`config.mk`:
```
export PLATFORM = sky130hd
export DESIGN_NAME = simon_round_ctrl
export DESIGN_NICKNAME = d
export VERILOG_FILES = /design/src/rtl/simon_pkg.sv /design/src/rtl/simon_round.sv /design/src/rtl/simon_round_ctrl.sv
export SDC_FILE = /design/constraint.sdc
export NUM_CORES = 1
export LEC_CHECK = 0
export ABC_AREA = 1
export CELL_PAD_IN_SITES_DETAIL_PLACEMENT = 1
export CELL_PAD_IN_SITES_GLOBAL_PLACEMENT = 2
export CORE_ASPECT_RATIO = 1.25
export CORE_MARGIN = 4
export CORE_UTILIZATION = 29
export CTS_BUF_LIST = sky130_fd_sc_hd__clkbuf_2 sky130_fd_sc_hd__clkbuf_4 sky130_fd_sc_hd__clkbuf_8
export CTS_CLUSTER_DIAMETER = 60
export DETAILED_ROUTE_END_ITERATION = 10
export HOLD_SLACK_MARGIN = 0.12
export PLACE_DENSITY = 0.94
export SLEW_MARGIN = 20
export SYNTH_ARGS = -nofsm -noshare
export SYNTH_HDL_FRONTEND = slang
export SYNTH_SLANG_ARGS = --single-unit
```
`constraint.sdc`:
```
create_clock -name clk -period 4.3 [get_ports clk]
set_input_delay 1.29 -clock clk [delete_from_list [all_inputs] [get_ports clk]]
set_output_delay 1.29 -clock clk [all_outputs]
set_load 0.05 [all_outputs]
```
`src/rtl/simon_pkg.sv`:
```
`default_nettype none
// +--------------------------------------------------------------------+
// | simon_pkg : Simon128/256 constants, controller states, round f()   |
// | Revision  : 1.0                                                    |
// +--------------------------------------------------------------------+
package simon_pkg;

    localparam int ROUNDS  = 72;
    localparam int KEY_LAT = 2;
    localparam int WORD    = 64;
    localparam int ADDR_W  = 9;
    localparam int CNT_W   = 7;

    typedef enum logic [1:0] {
        IDLE  = 2'd0,
        RUN   = 2'd1,
        DRAIN = 2'd2,
        DONE  = 2'd3
    } state_t;

    function automatic logic [WORD-1:0] rol(input logic [WORD-1:0] v, input int unsigned s);
        return (v << s) | (v >> (WORD - s));
    endfunction

    function automatic logic [WORD-1:0] simon_f(input logic [WORD-1:0] v);
        return (rol(v, 1) & rol(v, 8)) ^ rol(v, 2);
    endfunction

endpackage
`default_nettype wire

```
`src/rtl/simon_round.sv`:
```
`default_nettype none
// +--------------------------------------------------------------------+
// | simon_round : one combinational Simon round, encrypt or decrypt    |
// | Revision    : 1.0                                                  |
// +--------------------------------------------------------------------+
module simon_round
    import simon_pkg::*;
(
    input  logic                i_decrypt,
    input  logic [2*WORD-1:0]   i_block,
    input  logic [WORD-1:0]     i_key,
    output logic [2*WORD-1:0]   o_block
);

    logic [WORD-1:0] w_x;
    logic [WORD-1:0] w_y;

    assign w_x = i_block[2*WORD-1:WORD];
    assign w_y = i_block[WORD-1:0];

    // Decrypt is the exact inverse of encrypt, so subkeys must arrive reversed
    always_comb begin
        if (i_decrypt) begin
            o_block = {w_y, w_x ^ simon_f(w_y) ^ i_key};
        end else begin
            o_block = {w_y ^ simon_f(w_x) ^ i_key, w_x};
        end
    end

endmodule
`default_nettype wire

```
`src/rtl/simon_round_ctrl.sv`:
```
`default_nettype none
// +--------------------------------------------------------------------+
// | simon_round_ctrl : sequences one Simon128/256 block op over the    |
// | subkey memory read port.   Revision : 1.0                          |
// +--------------------------------------------------------------------+
module simon_round_ctrl
    import simon_pkg::*;
#(
    parameter int ROUNDS  = simon_pkg::ROUNDS,
    parameter int KEY_LAT = simon_pkg::KEY_LAT,
    parameter int WORD    = simon_pkg::WORD,
    parameter int ADDR_W  = simon_pkg::ADDR_W
) (
    input  logic                clk,
    input  logic                rst_n,
    input  logic                in_valid,
    output logic                in_ready,
    input  logic                in_decrypt,
    input  logic [2*WORD-1:0]   in_block,
    output logic                out_valid,
    input  logic                out_ready,
    output logic [2*WORD-1:0]   out_block,
    output logic                abort_err,
    input  logic                key_compute_start,
    input  logic                key_mem_full,
    output logic                key_rd_en,
    output logic [ADDR_W-1:0]   key_addr,
    input  logic [WORD-1:0]     key_data,
    input  logic                key_data_vld
);

    localparam int              DROP_W = $clog2(KEY_LAT + 1);
    localparam logic [CNT_W-1:0] LAST  = CNT_W'(ROUNDS);

    state_t             state_q, state_d;
    logic [WORD-1:0]    x_q, x_d, y_q, y_d;
    logic               dec_q, dec_d;
    logic [CNT_W-1:0]   issue_q, issue_d, rcv_q, rcv_d;
    logic [DROP_W-1:0]  drop_q, drop_d;
    logic               keys_ok_q, keys_ok_d;
    logic               abort_q, abort_d;

    logic               w_accept;
    logic               w_abort;
    logic               w_take;
    logic [CNT_W-1:0]   w_idx;
    logic [2*WORD-1:0]  w_round;

    assign w_accept = in_valid && in_ready;
    assign w_abort  = key_compute_start && (state_q != IDLE);
    // Returns still in flight from an aborted op are swallowed by drop_q
    assign w_take   = key_data_vld && (drop_q == '0) &&
                      ((state_q == RUN) || (state_q == DRAIN));

    simon_round u_round (
        .i_decrypt (dec_q),
        .i_block   ({x_q, y_q}),
        .i_key     (key_data),
        .o_block   (w_round)
    );

    always_ff @(posedge clk or negedge rst_n) begin
        if (!rst_n) begin
            state_q <= IDLE;
        end else begin
            state_q <= state_d;
        end
    end

    always_ff @(posedge clk or negedge rst_n) begin
        if (!rst_n) begin
            x_q       <= '0;
            y_q       <= '0;
            dec_q     <= 1'b0;
            issue_q   <= '0;
            rcv_q     <= '0;
            drop_q    <= '0;
            keys_ok_q <= 1'b0;
            abort_q   <= 1'b0;
        end else begin
            x_q       <= x_d;
            y_q       <= y_d;
            dec_q     <= dec_d;
            issue_q   <= issue_d;
            rcv_q     <= rcv_d;
            drop_q    <= drop_d;
            keys_ok_q <= keys_ok_d;
            abort_q   <= abort_d;
        end
    end

    always_comb begin
        keys_ok_d = keys_ok_q;
        if (key_compute_start) begin
            keys_ok_d = 1'b0;
        end else if (key_mem_full) begin
            keys_ok_d = 1'b1;
        end

        x_d     = x_q;
        y_d     = y_q;
        dec_d   = dec_q;
        issue_d = issue_q;
        rcv_d   = rcv_q;
        abort_d = w_abort;
        drop_d  = (drop_q != '0) ? drop_q - 1'b1 : drop_q;
        if (w_abort) begin
            drop_d = DROP_W'(KEY_LAT);
        end

        if (w_accept) begin
            {x_d, y_d} = in_block;
            dec_d      = in_decrypt;
            issue_d    = '0;
            rcv_d      = '0;
        end
        if ((state_q == RUN) && (issue_q != LAST)) begin
            issue_d = issue_q + 1'b1;
        end
        if (w_take) begin
            {x_d, y_d} = w_round;
            if (rcv_q != LAST) begin
                rcv_d = rcv_q + 1'b1;
            end
        end
    end

    always_comb begin
        state_d = state_q;
        case (state_q)
            IDLE:    if (w_accept) state_d = RUN;
            RUN:     if (issue_q == LAST - 1'b1) state_d = DRAIN;
            DRAIN:   if (rcv_d == LAST) state_d = DONE;
            DONE:    if (out_ready) state_d = IDLE;
            default: state_d = IDLE;
        endcase
        if (w_abort) begin
            state_d = IDLE;
        end
    end

    always_comb begin
        w_idx     = dec_q ? (LAST - 1'b1 - issue_q) : issue_q;
        in_ready  = (state_q == IDLE) && keys_ok_q && !key_compute_start;
        key_rd_en = (state_q == RUN);
        key_addr  = (state_q == RUN) ? ADDR_W'(w_idx) : '0;
        // An abort arriving in DONE must not let the dropped result be taken
        out_valid = (state_q == DONE) && !key_compute_start;
        out_block = (state_q == DONE) ? {x_q, y_q} : '0;
        abort_err = abort_q;
    end

endmodule
`default_nettype wire

```
==> Word level (Yosys, flattened, before mapping) <==
Cells that the tools add are included.
{ "totals": {"reg_bits": 149, "word_cells": 80, "inputBits": 200, "output_inout_bits": 141} }
{ "classes": {"add_sub_neg": 4, "eq_ne": 11, "mux": 23, "n_reduce_logical": 19, "bitwise_logic": 14} }
{ "ops": {"columns": ["operator", "count"], "rows": [
  ["64-bit bitwise XOR", 6],
  ["128-bit 2-to-1 mux", 2],
  ["64-bit 2-to-1 mux", 4],
  ["64-bit AND", 2],
  ["64-bit by 1-bit OR with 64-bit output", 2],
  ["64-bit by 2-bit OR with 64-bit output", 2],
  ["64-bit by 8-bit OR with 64-bit output", 2],
  ["7-bit 2-to-1 mux", 7],
  ["7-bit by 1-bit adder with 7-bit output (second input constant)", 2],
  ["7-bit equality test (second input constant)", 2],
  ["2-bit 2-to-1 mux", 7],
  ["7-bit != test (second input constant)", 2],
  ["2-bit nonzero test", 6],
  ["1-bit logical AND", 8],
  ["2-bit case mux with 4 select lines", 1],
  ["7-bit subtractor (first input constant)", 1],
  ["3-bit != test (second input constant)", 2],
  ["2-bit equality test (second input constant)", 2],
  ["2-bit logical NOT", 2],
  ["4-bit AND reduction", 1],
  ["3-bit by 1-bit != test with 1-bit output (second input constant)", 1],
  ["3-bit by 2-bit != test with 1-bit output (second input constant)", 1],
  ["2-bit by 1-bit equality test with 1-bit output (second input constant)", 1],
  ["1-bit 2-to-1 mux", 2],
  ["3 further kinds", 3]
]} }

==> Logic depth before layout (Yosys ltp) <==
{ "logic_depth": {"ltp_word": 11, "mapped_depth": 15, "ltp_nobuf": 15} }

==> Hierarchy <==
A second synthesis with hierarchy kept.
{ "unflattened": {"hier_cells": 3301, "area_unflattened_um2": 17256.6} }
{ "by_module_without_submodules": {"columns": ["module", "instances", "seq_area_each_um2", "cells_per_inst", "area_per_inst_um2"], "rows": [
  ["simon_round", 1, 0.0, 2141, 9075.0],
  ["simon_round_ctrl", 1, 3728.6, 1160, 8181.6]
]} }

==> Least setup slack after synthesis <==
Ideal clock, no wire load.
{ "synth_path": {"kind": "register -> output", "start": "reg state_q[1]", "end": "out key_addr[0]", "path_stages_with_launch": 5, "arrival_time_ns": 2.025, "path_buffers": 0, "required_time_ns": 3.010, "slack_ns": 0.985, "path_cell_list": "dfrtp_1 -> inv_1 -> ha_1 -> o21ai_0 -> a21oi_1"} }
{ "synth_via": {"elab_chain_len": 2} }
{ "synth_lines": {"columns": ["element", "line", "source"], "rows": [
  ["start, declared", "simon_round_ctrl.sv:35", "state_t state_q, state_d;"],
  ["start signal, assigned", "simon_round_ctrl.sv:66", "state_q <= state_d;"],
  ["2-bit by 1-bit equality test with 1-bit output", null, null],
  ["net key_rd_en", "simon_round_ctrl.sv:26", "output logic key_rd_en,"],
  ["7-bit 2-to-1 mux", "simon_round_ctrl.sv:146", "key_addr = (state_q == RUN) ? ADDR_W'(w_idx) : '0;"],
  ["end, declared", "simon_round_ctrl.sv:27", "output logic [ADDR_W-1:0] key_addr,"]
]} }
The timed path passes the listed nets, and every way through them passes these cells.

==> Final worst setup path <==
{ "layout_path": {"start": "reg state_q[0]", "end": "out out_block[75]"} }
{ "layout_via": {"elab_chain_len": 2} }
{ "layout_lines": {"columns": ["element", "line", "source"], "rows": [
  ["2-bit equality test", "simon_round_ctrl.sv:149", "out_block = (state_q == DONE) ? {x_q, y_q} : '0;"],
  ["128-bit 2-to-1 mux", "simon_round_ctrl.sv:149", null],
  ["end, declared", "simon_round_ctrl.sv:22", "output logic [2*WORD-1:0] out_block,"]
]} }
No other way between the ends.

==> out/qor.txt <==
worst hold path stage count: 2
Skew-Pair Late Insertion Delay: 0.51 ns
crit path time final: 4.04 ns
setup tns final: 0 ns
Top FF cell, synth: dfrtp_1
antenna violations before repair: 12
Comb power frac: 0.533
Syn Inst Count: 1,948
layout cells sized above 1: 0.0293
Layout Skew: 0.0165 ns
largest net degree at the start of global routing: 121
post-synthesis sequential area ratio: 0.288
Crit path arrival time: 2.75 ns
nets: 2,318
TritonCTS clock tree: done
Setup CP Type: reg2out
power after layout: 10.7 mW
crit-path max cell delay: 0.80 ns
critical-path cell list: ha_4 -> buf_12 -> nand2_1 -> inv_1 -> clkdlybuf4s50_1
die area: 48,100 µm²
Pwr Density: 636 nW/µm²
final hold viol count: 0
status: complete, no violations
Cell Area, Synth: 12,900 µm²
H-Tree Level Count: 4
Layout area overhead: 29.8%
gr usage total: 0.226
EDFF count, synth: 0
grt ovf: 0
Slew Viols, Final: 0
Hold Path Origin: drop_q[1]
relative slew slack: 0.340
GPL Wtd Cong: 0.846
# rows: 86
unrepaired setup endpoints after global routing: false
Final setup viols: 0
clk slew on worst S/H paths: 0.09 ns
flop2flop setup slack: 1.69 ns
setup bufs post-CTS: 0
Distinct cells, synth: 30
Internal Power: 4.81 mW
first-pass GRT wire length: 85,300 µm
total clock sinks: 149
# Max-Cap Violations: 0
Sw Ratio: 0.549
Ys Warns: 0
Crit Reg-Reg Endpoint: x_q[2]
Sw Pwr: 5.87 mW
critical path fanouts, max: 52
drt pass-1 iters: 5
input/output buffers: 338
most frequent cells in the layout: nand2_1 (682), clkdlybuf4s50_1 (335), inv_1 (162), dfrtp_1 (148), o21ai_0 (142)
flop and latch count out of synthesis: 149
Clk pwr share: 0.119
WL final: 55,300 µm
fmax: 248 MHz
Initial Utilization: 0.293
hold buffer count at cts: 0
Vias/cell: 5.08
DR iter-0 viols: 769
most common cell after layout, fill and taps aside: nand2_1
share of synthesized registers carrying an async set or reset: 1.00
Worst Hold End: drop_q[1]
mean area per synthesized cell: 6.64 µm²
reg2reg path depth: 8
Seq pwr share: 0.348
Tcrit/Tclk final: 0.939
CP max stage cell: clkdlybuf4s50_1
height of the chip: 244 µm
Antenna Nets Post-Route: 0
worst hold path type: reg2reg
Critical Path Sink Type: output pin
total CTS buffers: 17
Ports: 341
CTS Buffer Depth: 2
Core Area: 44,100 µm²
number of remaining DRC errors: 0
Fill cells: 5,573
vias: 13,729
LEAKAGE: 7.67 nW
Least-Margin Pin Slew: 0.990 ns
Max IR drop VDD: 0.000447 V
CP startpoint kind: register
drt wl/cell: 20.5 µm
RR Startpoint: state_q[0]
number of global-route vias before repair: 14,319
Final HPWL DP: 40,000 µm
Root Driver: clkbuf_8
PostCTS Resize Cnt: 0
Worst Path Required: 3.01 ns
Die Width: 197 µm
-- power by group through the flow --
| stage | combinational (mW) | sequential (mW) | clock [mW] |
|---|---|---|---|
| after global placement | 5.50 | 3.71 | 0 |
| after CTS | 5.74 | 3.70 | 1.31 |
| after global routing | 6.32 | 3.82 | 1.36 |
| final | 5.70 | 3.72 | 1.27 |
| after detailed placement | 5.70 | 3.72 | 0 |
| after floorplan | 5.20 | 2.20 | 0 |
-- area by class of cell --
cell class | count | area (µm²) | share of cell area
multi-input cells | 1420 | 7700 | 0.458
flip-flops and latches | 149 | 3730 | 0.222
repair buffers | 352 | 3560 | 0.212
well taps | 572 | 716 | 0.0426
inverters | 165 | 624 | 0.0372
clock buffers | 24 | 318 | 0.0189
clock inverters | 8 | 120 | 0.00715
diodes | 11 | 27.5 | 0.00164
-- metrics by stage --
stage,instances,hold WS [ns],setup WS (ns),util,cell area (µm²)
final,2701,0.528,0.260,0.381,16800
after global routing,2700,0.553,0.108,0.381,16800
after CTS,2690,0.535,0.191,0.380,16800
after detailed placement,2658,0.514,0.754,0.370,16300
after global placement,2658,0.477,0.802,0.370,16300
after floorplan,1949,0.464,0.985,-,12900
-- worst max path at each step --
stage,startpoint,to,slack [ns],cells after the start
finish,state_q[0],out_block[75],0.26,5
global placement,key_compute_start,in_ready,0.80,5
CTS,state_q[0],out_block[75],0.19,5
detailed placement,key_compute_start,in_ready,0.75,5
global route,state_q[1],out_block[75],0.11,5
floorplan,state_q[1],key_addr[0],0.98,4
-- cell usage after synthesis, types with 2 or more instances --
library cell | number | area share
nand2_1 | 683 | 0.20
inv_1 | 164 | 0.048
dfrtp_1 | 149 | 0.29
o21ai_0 | 142 | 0.055
clkbuf_1 | 137 | 0.040
a21oi_1 | 135 | 0.052
xor2_1 | 132 | 0.089
o211ai_1 | 129 | 0.075
xnor2_1 | 128 | 0.087
buf_2 | 39 | 0.015
clkbuf_2 | 28 | 0.011
nor2_1 | 22 | 0.0064
nand3_1 | 17 | 0.0066
ha_1 | 13 | 0.013
buf_1 | 6 | 0.0017
buf_4 | 5 | 0.0029
o22ai_1 | 3 | 0.0015
nand2_2 | 2 | 0.00097
nand3_2 | 2 | 0.0015
nand4_1 | 2 | 0.00097
-- sequential cells by signal, indices dropped and copies added, names as in the netlist --
name and count:
abort_err 1, dec_q 1, drop_q 2, issue_q 7, keys_ok_q 1, rcv_q 7, state_q 2, x_q 64
y_q 64
-- routing by layer --
layer	routed length (µm)	up-vias	track usage	share of wire
li1	-	6415	-	-
met1	22900	6784	0.276	0.41
met2	27500	412	0.388	0.50
met3	2550	114	0.0367	0.046
met4	2300	4	0.106	0.042
met5	27	-	0	0.00049
-- kinds of logic after synthesis --
logic type,count (synthesis),synth area share
adders and majority gates,13,0.0126
and+or+nand+nor,733,0.219
AOI/OAI and AO/OA,411,0.185
DFF,149,0.288
other,1,0.000290
buffers and inverters,380,0.118
muxes,1,0.000774
xor gates and xnor gates,260,0.176
-- worst max-delay path, delay by kind of cell, from the launching register on --
kind	cells	cell delay, ns
fa+ha+maj	1	0.46
buf+inv	3	1.17
flops	1	0.45
simple gates	1	0.10
No activity file was read; power rests on OpenSTA's default activity.
